<file path="src/rtl/dp_aux_req_arbiter.sv">
// dp_aux_req_arbiter: shares the DP AUX request/reply channel between SPM and LPM.
// Round-robin grant, header/byte forwarding, reply routing and reply timeout.
module dp_aux_req_arbiter #(
    parameter int MAX_LEN     = 16,
    parameter int TIMEOUT_CYC = 400
) (
    input  logic        clk,
    input  logic        reset,

    input  logic        spm_vld,
    input  logic [1:0]  spm_cmd,
    input  logic [19:0] spm_addr,
    input  logic [7:0]  spm_len,
    input  logic [7:0]  spm_data,
    output logic        spm_gnt,

    input  logic        lpm_vld,
    input  logic [1:0]  lpm_cmd,
    input  logic [19:0] lpm_addr,
    input  logic [7:0]  lpm_len,
    input  logic [7:0]  lpm_data,
    output logic        lpm_gnt,

    output logic        aux_tx_start,
    output logic [1:0]  aux_tx_cmd,
    output logic [19:0] aux_tx_addr,
    output logic [7:0]  aux_tx_len,
    output logic        aux_tx_data_vld,
    output logic [7:0]  aux_tx_data,

    input  logic        rx_ack_vld,
    input  logic [1:0]  rx_ack,
    input  logic        rx_data_vld,
    input  logic [7:0]  rx_data,
    input  logic        rx_done,

    output logic        spm_reply_ack_vld,
    output logic [1:0]  spm_reply_ack,
    output logic        spm_reply_data_vld,
    output logic [7:0]  spm_reply_data,
    output logic        spm_native_i2c,

    output logic        lpm_reply_ack_vld,
    output logic [1:0]  lpm_reply_ack,
    output logic        lpm_reply_data_vld,
    output logic [7:0]  lpm_reply_data,
    output logic        lpm_native_i2c,

    output logic        arb_busy
);

    localparam logic [7:0] LEN_CAP = 8'(MAX_LEN - 1);
    localparam int TW = $clog2(TIMEOUT_CYC + 1);
    localparam logic [TW-1:0] TMO_END = TW'(TIMEOUT_CYC);
    localparam logic [1:0] ACK_TMO = 2'b11;

    typedef enum logic [1:0] {
        S_IDLE,
        S_XFER,
        S_WAIT,
        S_REPLY
    } state_t;

    state_t        state_q;
    logic          owner_q;
    logic          last_lpm_q;
    logic [7:0]    cnt_q;
    logic [TW-1:0] tmo_q;

    logic          accept;
    logic [1:0]    req_cmd;
    logic [19:0]   req_addr;
    logic [7:0]    req_len;
    logic [7:0]    req_len_c;
    logic [7:0]    req_data;
    logic          own_vld;
    logic [7:0]    own_data;
    logic          tmo_hit;
    logic [1:0]    ack_val;

    // Grant only in IDLE; on a tie the requester not served last wins.
    always_comb begin
        spm_gnt = 1'b0;
        lpm_gnt = 1'b0;
        if (!reset && state_q == S_IDLE) begin
            if (spm_vld && lpm_vld) begin
                lpm_gnt = ~last_lpm_q;
                spm_gnt = last_lpm_q;
            end else begin
                spm_gnt = spm_vld;
                lpm_gnt = lpm_vld;
            end
        end
    end

    assign accept    = spm_gnt | lpm_gnt;
    assign req_cmd   = lpm_gnt ? lpm_cmd  : spm_cmd;
    assign req_addr  = lpm_gnt ? lpm_addr : spm_addr;
    assign req_len   = lpm_gnt ? lpm_len  : spm_len;
    assign req_data  = lpm_gnt ? lpm_data : spm_data;
    assign req_len_c = (req_len > LEN_CAP) ? LEN_CAP : req_len;

    assign own_vld   = owner_q ? lpm_vld  : spm_vld;
    assign own_data  = owner_q ? lpm_data : spm_data;

    assign tmo_hit   = (tmo_q == TMO_END);
    assign ack_val   = rx_ack_vld ? rx_ack : ACK_TMO;
    assign arb_busy  = (state_q != S_IDLE);

    // Transaction FSM with all forwarded and routed outputs registered.
    always_ff @(posedge clk) begin
        if (reset) begin
            state_q            <= S_IDLE;
            owner_q            <= 1'b0;
            last_lpm_q         <= 1'b0;
            cnt_q              <= '0;
            tmo_q              <= '0;
            aux_tx_start       <= 1'b0;
            aux_tx_cmd         <= '0;
            aux_tx_addr        <= '0;
            aux_tx_len         <= '0;
            aux_tx_data_vld    <= 1'b0;
            aux_tx_data        <= '0;
            spm_reply_ack_vld  <= 1'b0;
            spm_reply_ack      <= '0;
            spm_reply_data_vld <= 1'b0;
            spm_reply_data     <= '0;
            spm_native_i2c     <= 1'b0;
            lpm_reply_ack_vld  <= 1'b0;
            lpm_reply_ack      <= '0;
            lpm_reply_data_vld <= 1'b0;
            lpm_reply_data     <= '0;
            lpm_native_i2c     <= 1'b0;
        end else begin
            aux_tx_start       <= 1'b0;
            aux_tx_data_vld    <= 1'b0;
            aux_tx_data        <= '0;
            spm_reply_ack_vld  <= 1'b0;
            spm_reply_ack      <= '0;
            spm_reply_data_vld <= 1'b0;
            spm_reply_data     <= '0;
            spm_native_i2c     <= 1'b0;
            lpm_reply_ack_vld  <= 1'b0;
            lpm_reply_ack      <= '0;
            lpm_reply_data_vld <= 1'b0;
            lpm_reply_data     <= '0;
            lpm_native_i2c     <= 1'b0;

            unique case (state_q)
                S_IDLE: begin
                    if (accept) begin
                        owner_q      <= lpm_gnt;
                        last_lpm_q   <= lpm_gnt;
                        aux_tx_start <= 1'b1;
                        aux_tx_cmd   <= req_cmd;
                        aux_tx_addr  <= req_addr;
                        aux_tx_len   <= req_len_c;
                        tmo_q        <= '0;
                        if (!req_cmd[0]) begin
                            aux_tx_data_vld <= 1'b1;
                            aux_tx_data     <= req_data;
                        end
                        if (!req_cmd[0] && req_len_c != 8'd0) begin
                            cnt_q   <= 8'd1;
                            state_q <= S_XFER;
                        end else begin
                            state_q <= S_WAIT;
                        end
                    end
                end
                S_XFER: begin
                    if (own_vld) begin
                        aux_tx_data_vld <= 1'b1;
                        aux_tx_data     <= own_data;
                        if (cnt_q == aux_tx_len) begin
                            tmo_q   <= '0;
                            state_q <= S_WAIT;
                        end else begin
                            cnt_q <= cnt_q + 8'd1;
                        end
                    end
                end
                S_WAIT: begin
                    // Timeout ack lands TIMEOUT_CYC+1 cycles after entry.
                    if (rx_ack_vld || tmo_hit) begin
                        if (owner_q) begin
                            lpm_reply_ack_vld <= 1'b1;
                            lpm_reply_ack     <= ack_val;
                            lpm_native_i2c    <= aux_tx_cmd[1];
                        end else begin
                            spm_reply_ack_vld <= 1'b1;
                            spm_reply_ack     <= ack_val;
                            spm_native_i2c    <= aux_tx_cmd[1];
                        end
                        state_q <= rx_ack_vld ? S_REPLY : S_IDLE;
                    end else begin
                        tmo_q <= tmo_q + TW'(1);
                    end
                end
                S_REPLY: begin
                    if (owner_q) begin
                        lpm_reply_data_vld <= rx_data_vld;
                        lpm_reply_data     <= rx_data_vld ? rx_data : 8'd0;
                        lpm_native_i2c     <= aux_tx_cmd[1] &
                                              (rx_data_vld | ~rx_done);
                    end else begin
                        spm_reply_data_vld <= rx_data_vld;
                        spm_reply_data     <= rx_data_vld ? rx_data : 8'd0;
                        spm_native_i2c     <= aux_tx_cmd[1] &
                                              (rx_data_vld | ~rx_done);
                    end
                    if (rx_done) begin
                        state_q <= S_IDLE;
                    end
                end
                default: state_q <= S_IDLE;
            endcase
        end
    end

endmodule

</file>
<file path="config.mk">
export PLATFORM = sky130hd
export DESIGN_NAME = dp_aux_req_arbiter
export DESIGN_NICKNAME = d
export VERILOG_FILES = /design/src/rtl/dp_aux_req_arbiter.sv
export SDC_FILE = /design/constraint.sdc
export NUM_CORES = 1
export LEC_CHECK = 0
export CAP_MARGIN = 20
export CORE_ASPECT_RATIO = 0.8
export CORE_MARGIN = 2
export CORE_UTILIZATION = 38
export CTS_BUF_LIST = sky130_fd_sc_hd__clkbuf_16
export DETAILED_ROUTE_END_ITERATION = 6
export GPL_ROUTABILITY_DRIVEN = 0
export HOLD_SLACK_MARGIN = 0.06
export PLACE_DENSITY = 0.75
export SYNTH_ARGS = -nofsm -noshare
export SYNTH_HDL_FRONTEND = slang
export SYNTH_SLANG_ARGS = --single-unit
export TNS_END_PERCENT = 20
</file>
<file path="constraint.sdc">
create_clock -name clk -period 2.3 [get_ports clk]
set_input_delay 0.46 -clock clk [delete_from_list [all_inputs] [get_ports clk]]
set_output_delay 0.46 -clock clk [all_outputs]
set_load 0.02 [all_outputs]
</file>
# Yosys cells after proc, flatten, opt, wreduce, memory -nomap -nowiden

Index checks and enable logic that the tools add are counted.

Bits in registers: 86

$add $sub $neg: 2
Order comparisons: 1
Eq/ne operators: 13
Multiplexer cells: 50
Bitwise operators: 9
Reductions and logical operators: 21

Operators by type and width:

| cell                                                                            | number |
|---|---|
| 8-bit 2-to-1 mux                                                                | 12 |
| 9-bit 2-to-1 mux                                                                | 4 |
| 8-bit case mux with 2 select lines                                              | 2 |
| 9-bit case mux with 3 select lines                                              | 1 |
| 20-bit 2-to-1 mux                                                               | 1 |
| 2-bit 2-to-1 mux                                                                | 9 |
| 1-bit 2-to-1 mux                                                                | 17 |
| 5-bit AND reduction                                                             | 3 |
| 2-bit != test, second input constant                                            | 7 |
| 9-bit by 1-bit adder with 9-bit output, second input constant                   | 1 |
| 9-bit equality test, second input constant                                      | 1 |
| 3-bit OR reduction                                                              | 3 |
| 8-bit by 1-bit adder with 8-bit output, second input constant                   | 1 |
| 8-bit equality test                                                             | 1 |
| 8-bit by 4-bit greater-than comparator with 1-bit output, second input constant | 1 |
| 2-bit case mux with 4 select lines                                              | 1 |
| 8-bit nonzero test                                                              | 1 |
| 4-bit OR reduction                                                              | 2 |
| 1-bit inverter                                                                  | 6 |
| 1-bit case mux with 2 select lines                                              | 3 |
| 2-bit equality test, second input constant                                      | 2 |
| 2-bit nonzero test                                                              | 2 |
| 1-bit logical AND                                                               | 3 |
| 3-bit nonzero test                                                              | 1 |
| 9 further kinds                                                                 | 11 |

# Longest topological paths before layout

Depth in word-level cells: 11
Gate-level depth with buffers: 8
Mapped depth without buffers: 8

# Worst setup path after synthesis

Ideal clock, no wire load.

Kind: input-to-reg
Start: input port reset
End: register aux_tx_data[0]
Library setup time: 0.065 ns
Arrival: 2.222 ns
Data required time: 2.235 ns
Setup slack: 0.013 ns
Cell stages on the path: 7
Buffers on the path: 2
Cell sequence: clkbuf_1 > or2_2 > clkbuf_1 > a2111oi_2 > a32o_1 > a22oi_1 > nor2_1

RTL lines:

| what                               | line | text |
|---|---|---|
| start: declaration                 | 8    | `input logic reset,` |
| 1-bit zero test                    | 85   | `if (!reset && state_q == S_IDLE) begin` |
| 1-bit logical AND                  | 85   |  |
| 1-bit 2-to-1 mux                   | 85   |  |
| net spm_gnt                        | 15   | `output logic spm_gnt,` |
| 1-bit bitwise OR                   | 96   | `assign accept = spm_gnt \| lpm_gnt;` |
| 8-bit 2-to-1 mux                   | 151  | `if (accept) begin` |
| 8-bit case mux with 2 select lines | 149  | `unique case (state_q)` |
| end signal: assignment             | 161  | `aux_tx_data <= req_data;` |
| end signal: assignment             | 174  | `aux_tx_data <= own_data;` |
| end: declaration                   | 29   | `output logic [7:0] aux_tx_data,` |

The timed path passes the listed nets, and every way through them passes these cells.
A chain may end at the register's enable or synchronous reset.

# Worst setup path in the final report

Start: input port lpm_len[7]
End: register cnt_q[7]

Word-level cells in the longest chain between the ends: 7

RTL lines:

| what                                                        | line | text |
|---|---|---|
| start: declaration                                          | 20   | `input logic [7:0] lpm_len,` |
| 8-bit 2-to-1 mux *                                          | 99   | `assign req_len = lpm_gnt ? lpm_len : spm_len;` |
| 8-bit by 4-bit greater-than comparator with 1-bit output    | 101  | `assign req_len_c = (req_len > LEN_CAP) ? LEN_CAP : req_len;` |
| 8-bit 2-to-1 mux *                                          | 101  |  |
| 8-bit nonzero test *                                        | 163  | `if (!req_cmd[0] && req_len_c != 8'd0) begin` |
| 1-bit logical AND *                                         | 163  |  |
| 2-bit by 1-bit != test with 1-bit output (no source line) * | n/a  |  |
| 5-bit AND reduction (no source line) *                      | n/a  |  |
| end signal: assignment                                      | 179  | `cnt_q <= cnt_q + 8'd1;` |
| end: declaration                                            | 67   | `logic [7:0] cnt_q;` |

Mark *: on every way between the ends. The rest lies on a longest branch, timed or not.

==> results.ini <==
[clock_network]
worst_setup_hold_path_clk_slew_ns=0.07
cts_tree=done
clock_tree.buffer_depth=2
tritoncts.num_buffers=9
tritoncts_num_sinks=86
cts_post_setup_buffers_inserted=0
ctsRootBufferMaster=sky130_fd_sc_hd__clkbuf_16
htreeDepth=3
holdBufCountCts=0
clkLatencyLatePin_ns=0.33

[sta]
rsz_0062_raised_after_global_routing=yes
max_slew.worst_pin.slew_ns=0.5310
maxSlewHeadroom=0.6436
finClkSkew_ns=0.008367
timing.hold.ws_ns=0.4966
fin_setup_tns_ns=0
final-setup-viol-count=0
timing_max_transition_violations_final=0
finalWorstPathRequiredPeriod_ns=2.283
final_count_of_hold_timing_violations=0
timing.fmax_mhz=438.1
share_of_the_cycle_needed_by_the_critical_path_after_routing=0.9925
setup_slack_ns=0.01716

[global_routing]
grt_pass1_vias=3569
globalRoute.busiestLayer=met2
number_of_antenna_violations_at_the_first_check_in_global_routing=0
grt_pass1_wl_mm=17.33
grt.overflow.total=0
pin_count_of_the_biggest_net_entering_global_routing=51
grt_use_met1=0.2644
grtUsageMet3=0.04740
grt_usage=0.2068
groute.layer.met2.usage=0.3583

[drt]
post-route-drc-count=0
postRouteAntennaNets=0
routedWlPerCell_um=15.08
drtIter0Drc=188
detailroute.via_count=3663
drt_pre_antenna_iters=4
routed_wl_mm=10.81
avgViaCountPerCell=5.109

[critical_path]
worst_ep_arrival_time_ns=2.50
crit_type=input pin to register
required_ns=2.51
critPathLaunchType=input pin
critical_path.max_fanout=5
startpoint=lpm_len[7]
timing.rr.start=state_q[1]
setup.worst_path.end_class=register

[placement]
port_buffers=161
dp_cells=701
preCtsSetupSlack_ns=-0.5513
dp_hpwl_mm=8.353
cell_area_placed_um2=5593

[die]
floorplan.die_area_um2=10380
coreArea_um2=9193
io_pins=162
initial_standard_cell_utilization_of_the_core=0.3958
die_height_um=91.52
chipWidth_um=113.4
num_rows=31

[layout]
fillers=764
post_route_cells_drive_above_1_share=0.1213
post-route-cell-area_um2=5977
fin_cells=717
antenna_cell_count=0
final_util=0.6502
areaGrowthSynthToFinish_pct=64.27
final_net_count=693

[logic_synthesis]
synth.ff_latch_count=86
count_of_flip_flops_with_a_built_in_enable_after_synthesis=0
synth_async_sr_flop_share=0
synthFlopType=sky130_fd_sc_hd__dfxtp_1
ys.warnings.count=0
synth_sequential_area_ratio=0.4732
synth_cells=410
mappedNetlistNets=506
syn-mean-instance-area_um2=8.874
post_synth_instance_area_um2=3638
synth_cell_types=58

[pwr]
p_per_area_nw_per_um2=759.1
leakage_nw=2.302
ir_worst_vdd_mv=0.3251
power_mw=4.537

[min_path]
worstHoldPathType=register to register
worst_hold_startpoint=aux_tx_addr[2]

[flow_run]
cap_viol_max_count=0

[status]
outcome=complete, no violations

-- critical path, cell delays in order --
cell	delay [ns]
sky130_fd_sc_hd__clkdlybuf4s50_1	0.41
sky130_fd_sc_hd__or4_4	0.57
sky130_fd_sc_hd__nor4_4	0.18
sky130_fd_sc_hd__mux2_4	0.23
sky130_fd_sc_hd__a2111o_1	0.23
sky130_fd_sc_hd__a21oi_1	0.10
sky130_fd_sc_hd__mux2_1	0.31
-- repair_timing --
item / CTS / global route
gates resized for setup: 16 / 2
endpoints found under the setup margin: 18 / 5
pin swaps: 1 / 0
-- cell usage after synthesis, types with 2 or more instances --
cell	instances	area, um2
sky130_fd_sc_hd__clkbuf_1	16	60.06
sky130_fd_sc_hd__a311oi_1	23	201.4
sky130_fd_sc_hd__ha_1	3	37.54
sky130_fd_sc_hd__or4_1	2	15.01
sky130_fd_sc_hd__inv_1	13	48.80
sky130_fd_sc_hd__nor4_1	3	18.77
sky130_fd_sc_hd__xnor2_1	10	87.58
sky130_fd_sc_hd__xor2_1	4	35.03
sky130_fd_sc_hd__nand4_1	3	18.77
sky130_fd_sc_hd__o21a_1	2	15.01
sky130_fd_sc_hd__mux2i_1	5	50.05
sky130_fd_sc_hd__dfxtp_1	86	1722
sky130_fd_sc_hd__o2111ai_2	2	30.03
sky130_fd_sc_hd__nand2_1	54	202.7
sky130_fd_sc_hd__nor2_1	64	240.2
sky130_fd_sc_hd__nor3_1	5	25.02
sky130_fd_sc_hd__a22oi_1	9	67.56
sky130_fd_sc_hd__a21o_1	2	15.01
sky130_fd_sc_hd__or3_1	5	31.28
sky130_fd_sc_hd__a211oi_1	2	15.01
sky130_fd_sc_hd__a2111o_1	2	22.52
sky130_fd_sc_hd__or2_2	2	12.51
sky130_fd_sc_hd__nor3b_1	4	30.03
sky130_fd_sc_hd__nor2b_1	5	31.28
sky130_fd_sc_hd__mux2_1	2	22.52
sky130_fd_sc_hd__and3_1	2	12.51
sky130_fd_sc_hd__nand3_1	8	40.04
sky130_fd_sc_hd__a21oi_1	11	55.05
sky130_fd_sc_hd__o21ai_0	10	50.05
sky130_fd_sc_hd__mux2_2	3	33.78
sky130_fd_sc_hd__and2_1	21	131.4
-- flip-flops by register name, summed over array words and instances (netlist names), 2 cells and up --
register        count
cnt_q               8
lpm_reply_data      8
spm_reply_data      8
aux_tx_addr        20
aux_tx_cmd          2
lpm_reply_ack       2
aux_tx_data         8
aux_tx_len          8
spm_reply_ack       2
tmo_q               9
state_q             2
-- cells in the final DEF, fill, tap and decap left out, types with 2 or more instances in the layout --
| cell | instances |
|---|---|
| sky130_fd_sc_hd__or3_1 | 5 |
| sky130_fd_sc_hd__nand3_1 | 8 |
| sky130_fd_sc_hd__dfxtp_1 | 86 |
| sky130_fd_sc_hd__bufinv_16 | 2 |
| sky130_fd_sc_hd__nor4_4 | 2 |
| sky130_fd_sc_hd__xor2_1 | 4 |
| sky130_fd_sc_hd__and2_1 | 21 |
| sky130_fd_sc_hd__ha_1 | 3 |
| sky130_fd_sc_hd__a21oi_1 | 10 |
| sky130_fd_sc_hd__mux2_2 | 2 |
| sky130_fd_sc_hd__nor2_4 | 2 |
| sky130_fd_sc_hd__a211oi_1 | 2 |
| sky130_fd_sc_hd__clkdlybuf4s50_1 | 156 |
| sky130_fd_sc_hd__o2111ai_2 | 2 |
| sky130_fd_sc_hd__dlygate4sd2_1 | 4 |
| sky130_fd_sc_hd__nor3_1 | 5 |
| sky130_fd_sc_hd__inv_1 | 13 |
| sky130_fd_sc_hd__o21ai_0 | 10 |
| sky130_fd_sc_hd__or4_4 | 2 |
| sky130_fd_sc_hd__mux2_1 | 2 |
| sky130_fd_sc_hd__mux2i_1 | 5 |
| sky130_fd_sc_hd__a311oi_1 | 23 |
| sky130_fd_sc_hd__nor2_1 | 62 |
| sky130_fd_sc_hd__a22oi_1 | 9 |
| sky130_fd_sc_hd__and3_1 | 2 |
| sky130_fd_sc_hd__inv_6 | 3 |
| sky130_fd_sc_hd__nand4_1 | 3 |
| sky130_fd_sc_hd__nor3b_1 | 4 |
| sky130_fd_sc_hd__o21a_1 | 2 |
| sky130_fd_sc_hd__mux2_4 | 2 |
| sky130_fd_sc_hd__nor2b_1 | 5 |
| sky130_fd_sc_hd__or2_2 | 2 |
| sky130_fd_sc_hd__nand2_1 | 54 |
| sky130_fd_sc_hd__xnor2_1 | 10 |
| sky130_fd_sc_hd__clkbuf_16 | 9 |
| sky130_fd_sc_hd__a21o_1 | 2 |
| sky130_fd_sc_hd__buf_4 | 32 |
| sky130_fd_sc_hd__a2111o_1 | 2 |
-- where the power goes --
part	internal [mW]	switching, mW	leakage [nW]
Combinational	0.610	0.645	1.44
Sequential	1.62	0.0851	0.701
Clock	0.965	0.614	0.157
-- kinds of logic (layout without fill, tap and decap cells) --
group           after synthesis  in the layout  share of synthesized area
compound gates               79             79                     0.1695
mux                          11             11                    0.03335
buf+inv                      31            223                    0.03232
simple gates                186            186                     0.2476
fa+ha+maj                     3              3                    0.01032
flops                        86             86                     0.4732
xor+xnor                     14             14                    0.03370
-- cell type report --
| type | count | area (um2) | area share |
|---|---|---|---|
| Tap cell | 115 | 143.9 | 0.02407 |
| Timing Repair Buffer | 194 | 1868 | 0.3125 |
| Sequential cell | 86 | 1722 | 0.2880 |
| Clock buffer | 9 | 225.2 | 0.03768 |
| Clock inverter | 7 | 102.6 | 0.01717 |
| Multi-Input combinational cell | 293 | 1867 | 0.3123 |
| Inverter | 13 | 48.80 | 0.008164 |
-- worst paths after layout --
path | to | slack (ns) | cells past startpoint
setup / recovery | cnt_q[7] | 0.02 | 7
setup reg to reg | cnt_q[7] | 0.07 | 6
hold reg to reg | aux_tx_addr[2] | 0.50 | 2
hold / removal | aux_tx_addr[2] | 0.50 | 2
-- routing by layer --
layer,wire length [um],vias up,share of wire
met5,0,-,0
li1,-,1820,-
met4,62,0,0.0057
met3,706,8,0.065
met2,5229,128,0.48
met1,4813,1707,0.45
Note: power is estimated with default switching activity, not from simulation.
